===== src/rtl/irq_eoi_ctrl.sv =====
// irq_eoi_ctrl: synchronises pad irqs, latches pending, presents the lowest-index eligible line
// with valid/ack, tracks in-service lines and pulses the matching EOI line on completion.
module irq_eoi_ctrl #(
    parameter int N_IRQ       = 16,
    parameter int SYNC_STAGES = 2,
    parameter int EOI_PULSE   = 4
) (
    input  logic                     clk,
    input  logic                     rst,
    input  logic [N_IRQ-1:0]         irq_i,
    input  logic [N_IRQ-1:0]         mask_i,
    input  logic [N_IRQ-1:0]         edge_mode_i,
    output logic                     int_valid_o,
    output logic [$clog2(N_IRQ)-1:0] int_id_o,
    input  logic                     int_ack_i,
    input  logic                     done_valid_i,
    input  logic [$clog2(N_IRQ)-1:0] done_id_i,
    output logic                     done_ready_o,
    output logic [N_IRQ-1:0]         eoi_o,
    output logic [N_IRQ-1:0]         in_service_o,
    output logic                     spurious_o
);
    localparam int IW = $clog2(N_IRQ);
    localparam int CW = $clog2(EOI_PULSE + 1);
    localparam logic [N_IRQ-1:0] ONE = 1;

    logic [N_IRQ-1:0] r_sync [SYNC_STAGES];
    logic [N_IRQ-1:0] r_s_d, r_pend, r_insvc, r_eoi;
    logic             r_valid, r_spur;
    logic [IW-1:0]    r_id;
    logic [CW-1:0]    r_cnt;

    logic [N_IRQ-1:0] w_s, w_ack_oh, w_set, w_elig, w_done_oh;
    logic [IW-1:0]    w_win;
    logic             w_ack, w_done_acc, w_done_hit;

    assign w_s        = r_sync[SYNC_STAGES-1];
    assign w_ack      = int_ack_i & r_valid;
    assign w_ack_oh   = w_ack ? ONE << r_id : '0;
    // the line being acked counts as in service already, so level mode cannot re-pend it on the ack edge
    assign w_set      = (edge_mode_i & w_s & ~r_s_d) | (~edge_mode_i & w_s & ~(r_insvc | w_ack_oh));
    assign w_elig     = r_pend & ~mask_i & ~r_insvc;
    assign w_done_acc = done_valid_i & done_ready_o;
    assign w_done_hit = w_done_acc & r_insvc[done_id_i];
    assign w_done_oh  = w_done_hit ? ONE << done_id_i : '0;

    assign done_ready_o = r_cnt == '0;
    assign int_valid_o  = r_valid;
    assign int_id_o     = r_id;
    assign eoi_o        = r_eoi;
    assign in_service_o = r_insvc;
    assign spurious_o   = r_spur;

    always_comb begin
        w_win = '0;
        for (int i = N_IRQ - 1; i >= 0; i--)
            if (w_elig[i]) w_win = IW'(i);
    end

    always_ff @(posedge clk or posedge rst) begin
        if (rst) begin
            for (int k = 0; k < SYNC_STAGES; k++) r_sync[k] <= '0;
            r_s_d <= '0;
        end else begin
            r_sync[0] <= irq_i;
            for (int k = 1; k < SYNC_STAGES; k++) r_sync[k] <= r_sync[k-1];
            r_s_d <= w_s;
        end
    end

    always_ff @(posedge clk or posedge rst) begin
        if (rst) begin
            r_pend  <= '0;
            r_insvc <= '0;
            r_valid <= 1'b0;
            r_id    <= '0;
            r_spur  <= 1'b0;
            r_cnt   <= '0;
            r_eoi   <= '0;
        end else begin
            r_pend  <= (r_pend & ~w_ack_oh) | w_set;
            r_insvc <= (r_insvc | w_ack_oh) & ~w_done_oh;
            r_valid <= r_valid ? ~int_ack_i : |w_elig;
            if (!r_valid && |w_elig) r_id <= w_win;
            r_spur  <= w_done_acc & ~w_done_hit;
            if (w_done_hit) begin
                r_cnt <= CW'(EOI_PULSE);
                r_eoi <= w_done_oh;
            end else if (r_cnt != '0) begin
                r_cnt <= r_cnt - CW'(1);
                if (r_cnt == CW'(1)) r_eoi <= '0;
            end
        end
    end
endmodule


===== config.mk =====
export PLATFORM = sky130hd
export DESIGN_NAME = irq_eoi_ctrl
export DESIGN_NICKNAME = d
export VERILOG_FILES = /design/src/rtl/irq_eoi_ctrl.sv
export SDC_FILE = /design/constraint.sdc
export NUM_CORES = 1
export LEC_CHECK = 0
export CORE_MARGIN = 8
export CORE_UTILIZATION = 40
export DETAILED_ROUTE_END_ITERATION = 7
export PLACE_DENSITY = 0.66
export SLEW_MARGIN = 25
export SYNTH_ARGS = -nofsm -noshare
export SYNTH_HDL_FRONTEND = slang
export SYNTH_SLANG_ARGS = --single-unit

===== constraint.sdc =====
create_clock -name clk -period 3.5 [get_ports clk]
set_clock_uncertainty 0.1 [all_clocks]
set_input_delay 0.35 -clock clk [delete_from_list [all_inputs] [get_ports clk]]
set_output_delay 0.35 -clock clk [all_outputs]
set_load 0.01 [all_outputs]

==> metrics.csv, run 1 <==
stage,metric,value,unit
sta,finalMaxSlewViolations,0,
logic_synthesis,yosys-top-cells-area,"sky130_fd_sc_hd__dfrtp_1 (63%), sky130_fd_sc_hd__nor2_1 (5.1%), sky130_fd_sc_hd__a21o_1 (2.7%)",
worst_setup_path,reg2reg_depth,7,
route,drtIter0Drc,202,
worst_setup_path,crit_required,3720,ps
logic_synthesis,synth.cells.most_frequent,"sky130_fd_sc_hd__dfrtp_1 (105), sky130_fd_sc_hd__nor2_1 (57), sky130_fd_sc_hd__nand2_1 (22), sky130_fd_sc_hd__o21ai_0 (19), sky130_fd_sc_hd__nor3_1 (17)",
power_and_ir_drop,total_power,0.003823,W
power_and_ir_drop,total_leakage_power,2.390,nW
worst_setup_path,crit_start,done_id_i[0],
logic_synthesis,average_cell_area_after_synthesis,11.73,µm²
power_and_ir_drop,powerDensity,695.8,nW/µm²
sta,final.min_clock_period,2634,ps
floorplanning,die-height,118.4,µm
worst_setup_path,critPathArrivalTime,2850,ps
sta,timing.max_slew.rel_slack,48.78,%
global_route,grt_use_total,15.63,%
sta,tns,0,ps
clock_network,numCtsBuffers,9,
worst_setup_path,crit_cells,7,
worst_setup_path,cpPeakStageDelay,560,ps
logic_synthesis,synth-edff-count,0,
clock_network,cts.root.buffer_cell,sky130_fd_sc_hd__clkbuf_8,
clock_network,buffers_from_clock_root_to_sink_at_most,2,
clock_network,cts.reportedPaths.clkPinSlew,100,ps
placement,portBuffers,94,
sta,finalCritPeriodShare,75.27,%
clock_network,tritoncts,done,
min_path,worst_hold_path_cell_count,0,
sta,worst_slew_pin_slew,768.3,ps
logic_synthesis,yosysWarnings,0,
finish,filler_cell_count,928,
finish,share_of_layout_cells_above_drive_strength_1,9.442,%
placement,gpl.final_weighted_congestion,0.8640,
sta,finalHoldWorstSlack,246.5,ps
floorplanning,dieWidth,118.4,µm
global_route,antenna_found_initial,0,
worst_setup_path,endpoint_kind,flip-flop,
logic_synthesis,synth_fp_nets,417,
global_route,maximum_number_of_pins_on_one_net_before_global_route_repair,63,
worst_setup_path,worst_r2r_startpoint,r_cnt[0]$_DFFE_PP0P_,
global_route,grt_pass1_vias,3287,
clock_network,clock_latency,370,ps
min_path,holdCritStartpoint,r_sync[23]$_DFF_PP0_,
sta,max_clock_freq,0.3796,GHz
logic_synthesis,synth.top_cell.area_share,62.59,%
route,drt-wirelength-per-cell,17.63,µm
placement,dp_hpwl,8173,µm
clock_network,post_cts_resize_count,0,
clock_network,cts_htree_levels,3,
logic_synthesis,fraction_of_registers_with_async_set_reset,100.0,%
logic_synthesis,post_synth_inst_count,358,
route,antenna_violating_nets_post_route,0,
worst_setup_path,critPathKind,in2reg,
floorplanning,design.die.area,14030,µm²
route,post_drt_via_cell_ratio,4.965,
global_route,grt_pass1_wl,17420,µm
worst_setup_path,crit_slowest_cell,sky130_fd_sc_hd__clkdlybuf4s50_1,
logic_synthesis,yosysTopAreaCell,sky130_fd_sc_hd__dfrtp_1,
finish,layout-area-overhead-vs-synth,30.88,%
sta,final_hold_viol_count,0,
status,status,"finished, final reports clean",
floorplanning,design.portCount,95,
floorplanning,initial_utilization,40.84,%
route,postRouteWirelength,10620,µm
logic_synthesis,yosysUniqueCellTypes,42,
min_path,hold_class,reg2reg,
route,detail_route.first_pass.iterations,4,
power_and_ir_drop,vdd_ir_drop_max,0.2733,mV
clock_network,post_cts_buffers,0,
worst_setup_path,cp_cell_sequence,clkdlybuf4s50_1 > buf_4 > mux4_2 > mux4_2 > and2_4 > a21oi_4 > a21o_2,
global_route,gr-total-overflow,0,
logic_synthesis,ys.flop_type,sky130_fd_sc_hd__dfrtp_1,
sta,report.final.setup_viol,0,
worst_setup_path,cp_num_buf_inv,2,
flow_run,drv_cap,0,
worst_setup_path,cpLargestDelayFamily,multiplexers,
logic_synthesis,yosys_register_bits,105,
clock_network,cts.sink_count,105,
route,detail_route.drc_violations,0,
logic_synthesis,netlist_area,4198,µm²
clock_network,cts_hold_repair.buffers,0,
floorplanning,core_box_area,10280,µm²
sta,rsz0062_at_grt,false,
floorplanning,placementRows,37,
worst_setup_path,cp-start-kind,input port,
worst_setup_path,critical-path-top-cell-by-count,sky130_fd_sc_hd__mux4_2,
finish,final_nets,521,
logic_synthesis,yosysMostFrequentCell,sky130_fd_sc_hd__dfrtp_1,
logic_synthesis,synth-seq-area-share,62.59,%
route,route.vias.total,2989,
worst_setup_path,critical_path_peak_fanout,16,
finish,diodes,0,
==> cells in the final DEF (no fill, tap or decap), types with 2 or more instances in the layout <==
cell type,instances
sky130_fd_sc_hd__a211oi_1,2
sky130_fd_sc_hd__a21o_1,15
sky130_fd_sc_hd__a21o_2,3
sky130_fd_sc_hd__a21oi_1,9
sky130_fd_sc_hd__a22o_1,6
sky130_fd_sc_hd__buf_4,3
sky130_fd_sc_hd__clkbuf_8,9
sky130_fd_sc_hd__clkdlybuf4s50_1,94
sky130_fd_sc_hd__dfrtp_1,105
sky130_fd_sc_hd__ha_1,3
sky130_fd_sc_hd__inv_1,10
sky130_fd_sc_hd__inv_6,2
sky130_fd_sc_hd__mux2_2,6
sky130_fd_sc_hd__mux4_1,2
sky130_fd_sc_hd__mux4_2,3
sky130_fd_sc_hd__nand2_1,22
sky130_fd_sc_hd__nand2b_1,9
sky130_fd_sc_hd__nand4_1,3
sky130_fd_sc_hd__nand4b_1,4
sky130_fd_sc_hd__nor2_1,57
sky130_fd_sc_hd__nor2b_1,15
sky130_fd_sc_hd__nor3_1,17
sky130_fd_sc_hd__nor3b_1,13
sky130_fd_sc_hd__o21ai_0,19
sky130_fd_sc_hd__o22a_1,2
sky130_fd_sc_hd__o2bb2ai_1,2
sky130_fd_sc_hd__o31ai_1,2
sky130_fd_sc_hd__or2_2,2
sky130_fd_sc_hd__or3b_2,6
sky130_fd_sc_hd__or4_1,2
==> metrics by stage <==
step | instances | util [%] | area (µm²) | setup slack, ps
2_1_floorplan | 358 | - | 4198 | 289.5
3_3_place_gp | 587 | 51.77 | 5320 | 536.2
3_5_place_dp | 587 | 51.77 | 5320 | 483.7
4_1_cts | 602 | 53.46 | 5494 | 873.0
5_1_grt | 602 | 53.46 | 5494 | 721.0
6_report | 602 | 53.46 | 5494 | 865.5
==> report_power, final <==
group,internal [W],leakage [nW],switching [W]
combinational,0.000711,1.08,0.000663
clock,0.000265,0.0880,0.000428
sequential,0.00146,1.22,0.000295
total,0.00244,2.39,0.00139
==> area by class of cell <==
cell class	count	area, µm²	area share, %
timing repair buffer	98	983.4	17.90
inverter	11	43.79	0.7971
multi-input combinational	237	1495	27.21
clock buffer	9	123.9	2.255
sequential	105	2628	47.83
tap	136	170.2	3.097
clock inverter	6	50.05	0.9110
==> state kept, by name, indices dropped and copies added (netlist names) <==
signal,count
in_service_o,16
r_s_d,16
int_id_o,4
int_valid_o,1
r_cnt,3
eoi_o,16
spurious_o,1
w_s,16
r_sync,16
r_pend,16
==> per-layer routing <==
layer / vias up / wire length, µm / global-route usage [%]
met5: - / 0 / 0
met4: 0 / 115 / 4.269
met3: 11 / 578 / 4.902
met2: 65 / 4934 / 24.97
met1: 1459 / 4988 / 20.17
li1: 1454 / - / -
==> path summary, 6_finish.rpt <==
| path | end | slack [ps] |
|---|---|---|
| max in group asynchronous | eoi_o[8]$_DFFE_PP0P_ | 2240 |
| min in group asynchronous | r_s_d[6]$_DFF_PP0_ | 370 |
| worst min register to register | w_s[7]$_DFF_PP0_ | 250 |
| worst min-delay path | w_s[7]$_DFF_PP0_ | 250 |
| worst max-delay path | eoi_o[5]$_DFFE_PP0P_ | 870 |
| worst max register to register | in_service_o[0]$_DFF_PP0_ | 1030 |
==> cells by family after synthesis <==
group | after synthesis | synth area share, %
AO/OA/AOI/OAI | 66 | 10.79
adder cells (fa/ha/maj) | 3 | 0.8943
buffers and inverters | 16 | 1.788
flip-flops | 105 | 62.59
multiplexers | 12 | 4.709
AND/OR/NAND/NOR | 156 | 19.22
Note: power is estimated with default switching activity, not from simulation.
==> run 2, diff against run 1 <==
==> constraint.sdc (replaced) <==
create_clock -name clk -period 2.7 [get_ports clk]
set_clock_uncertainty 0.1 [all_clocks]
set_input_delay 0.27 -clock clk [delete_from_list [all_inputs] [get_ports clk]]
set_output_delay 0.27 -clock clk [all_outputs]
set_load 0.01 [all_outputs]
==> run 2 against run 1 <==
  * Final cell count increased by 1.3%
  * Register-to-register slack got worse by 600 ps
  * Sequential cell count stayed put
  * Combinational power increased by 34%
  * Clock power up 43%
  * First-iteration DRC count decreased by 3.5%
  * Non-clock buffer count grew 7
  * Power is 33% higher
  * Count of clock-buffer cells in the layout up 1
  * Sequential share of layout area is 0.71 points lower
  * Largest cell class unchanged
  * Largest power group unchanged
==> metrics.csv, run 2 (synthesis results as in run 1) <==
stage,metric,value,unit
status,status,"finished, final reports clean",
worst_setup_path,crit_start,done_id_i[0],
power_and_ir_drop,total_power,0.005089,W
finish,layout-area-overhead-vs-synth,32.85,%
sta,worst_slew_pin_slew,558.0,ps
route,route.vias.total,3091,
floorplanning,design.portCount,95,
placement,placement.setup.worst_slack,-43.83,ps
worst_setup_path,cp-start-kind,input port,
worst_setup_path,critPathArrivalTime,2570,ps
clock_network,post_cts_buffers,0,
floorplanning,placementRows,37,
worst_setup_path,endpoint_kind,flip-flop,
finish,share_of_layout_cells_above_drive_strength_1,10.76,%
worst_setup_path,worst_r2r_startpoint,in_service_o[6]$_DFF_PP0_,
clock_network,clock_latency,370,ps
clock_network,post_cts_resize_count,0,
finish,diodes,0,
placement,dp_hpwl,8347,µm
route,drtIter0Drc,195,
power_and_ir_drop,power_frac_seq,44.5,%
floorplanning,die-height,118.4,µm
global_route,grt_use_total,15.39,%
sta,report.final.setup_viol,0,
route,antenna_violating_nets_post_route,0,
route,postRouteWirelength,10580,µm
power_and_ir_drop,total_leakage_power,2.430,nW
clock_network,cts_htree_levels,3,
sta,timing.max_slew.rel_slack,62.66,%
clock_network,numCtsBuffers,9,
worst_setup_path,reg2reg_depth,6,
power_and_ir_drop,p_switching,0.001781,W
worst_setup_path,critPathKind,in2reg,
clock_network,cts.reportedPaths.clkPinSlew,100,ps
placement,portBuffers,94,
sta,finalHoldWorstSlack,147.5,ps
sta,final.min_clock_period,2372,ps
floorplanning,dieWidth,118.4,µm
power_and_ir_drop,powerDensity,912.5,nW/µm²
sta,setup_ws,327.7,ps
power_and_ir_drop,cell_internal_pwr,0.003308,W
power_and_ir_drop,pwr-share-clk,19.5,%
global_route,antenna_found_initial,0,
worst_setup_path,crit_required,2900,ps
global_route,maximum_number_of_pins_on_one_net_before_global_route_repair,53,
clock_network,cts.root.buffer_cell,sky130_fd_sc_hd__clkbuf_8,
route,post_drt_via_cell_ratio,5.067,
floorplanning,design.die.area,14030,µm²
global_route,grt_pass1_wl,17280,µm
clock_network,buffers_from_clock_root_to_sink_at_most,2,
sta,final_hold_viol_count,0,
clock_network,tritoncts,done,
placement,gpl.final_weighted_congestion,0.8614,
finish,final_cell_mix,"sky130_fd_sc_hd__dfrtp_1 (105), sky130_fd_sc_hd__clkdlybuf4s50_1 (94), sky130_fd_sc_hd__nor2_1 (57), sky130_fd_sc_hd__nand2_1 (22), sky130_fd_sc_hd__o21ai_0 (19)",
route,detail_route.drc_violations,0,
clock_network,cts_hold_repair.buffers,0,
finish,filler_cell_count,929,
sta,rsz0062_at_grt,false,
clock_network,cts.sink_count,105,
route,detail_route.first_pass.iterations,4,
floorplanning,initial_utilization,40.84,%
power_and_ir_drop,vdd_ir_drop_max,0.3645,mV
finish,final_nets,528,
finish,layout_commonest_cell,sky130_fd_sc_hd__dfrtp_1,
worst_setup_path,critical_path_peak_fanout,8,
power_and_ir_drop,share_comb_of_total_power,36.0,%
global_route,gr-total-overflow,0,
floorplanning,core_box_area,10280,µm²
route,drt-wirelength-per-cell,17.35,µm
sta,finalCritPeriodShare,87.86,%
sta,finalMaxSlewViolations,0,
power_and_ir_drop,power.share.switching,35.00,%
global_route,grt_pass1_vias,3261,
min_path,hold_class,in2async,
flow_run,drv_cap,0,
sta,max_clock_freq,0.4215,GHz
run 2: cell types whose count changed in the layout (fill, tap and decap cells not counted), sizes merged:
cell / change
clkbuf: +1
clkinvlp: +1
inv: -2
bufinv: +1
buf: +7
run 2: routing by layer:
layer	share of wire (%)	vias up	GRT usage, %
met5	0	-	0
met4	1.4	0	5.059
met3	5.1	12	4.331
met2	48	79	25.08
met1	46	1531	19.45
li1	-	1469	-
run 2: final cells by class:
| class | count | area [µm²] | share of cell area (%) |
|---|---|---|---|
| clock inverter | 6 | 75.07 | 1.346 |
| timing repair buffer | 105 | 1036 | 18.58 |
| sequential | 105 | 2628 | 47.12 |
| multi-input combinational | 237 | 1495 | 26.81 |
| clock buffer | 10 | 127.6 | 2.289 |
| tap | 136 | 170.2 | 3.051 |
| inverter | 11 | 45.04 | 0.8077 |
run 2: per-stage QoR:
step,utilization (%),area [µm²],instances,TNS (ps)
6_report,54.26,5577,610,0
5_1_grt,54.26,5577,610,0
2_1_floorplan,-,4202,358,0
4_1_cts,54.26,5577,610,0
3_5_place_dp,52.29,5374,594,-547.7
3_3_place_gp,52.29,5374,594,0
run 2: worst paths after layout:
path,endpoint,slack (ps)
max in group asynchronous,r_pend[13]$_DFF_PP0_,1590
min reg2reg,w_s[13]$_DFF_PP0_,260
min,r_sync[18]$_DFF_PP0_,150
max reg2reg,eoi_o[15]$_DFFE_PP0P_,430
max,eoi_o[15]$_DFFE_PP0P_,330
min in group clk,r_sync[30]$_DFF_PP0_,230
run 2: power by group through the flow:
stage | clock [W] | combinational, W | sequential, W
6_report | 0.000993 | 0.00183 | 0.00226
4_1_cts | 0.00102 | 0.00185 | 0.00226
2_1_floorplan | 0 | 0.000981 | 0.00224
3_5_place_dp | 0 | 0.00184 | 0.00229
3_3_place_gp | 0 | 0.00181 | 0.00229
5_1_grt | 0.00109 | 0.00202 | 0.00232
run 2: worst max-delay path, cell delays in order:
cell and delay [ps]:
sky130_fd_sc_hd__clkdlybuf4s50_1 600, sky130_fd_sc_hd__mux4_1 610, sky130_fd_sc_hd__mux4_2 490, sky130_fd_sc_hd__and2_4 190, sky130_fd_sc_hd__a21oi_4 120, sky130_fd_sc_hd__buf_4 170
sky130_fd_sc_hd__a21o_1 130
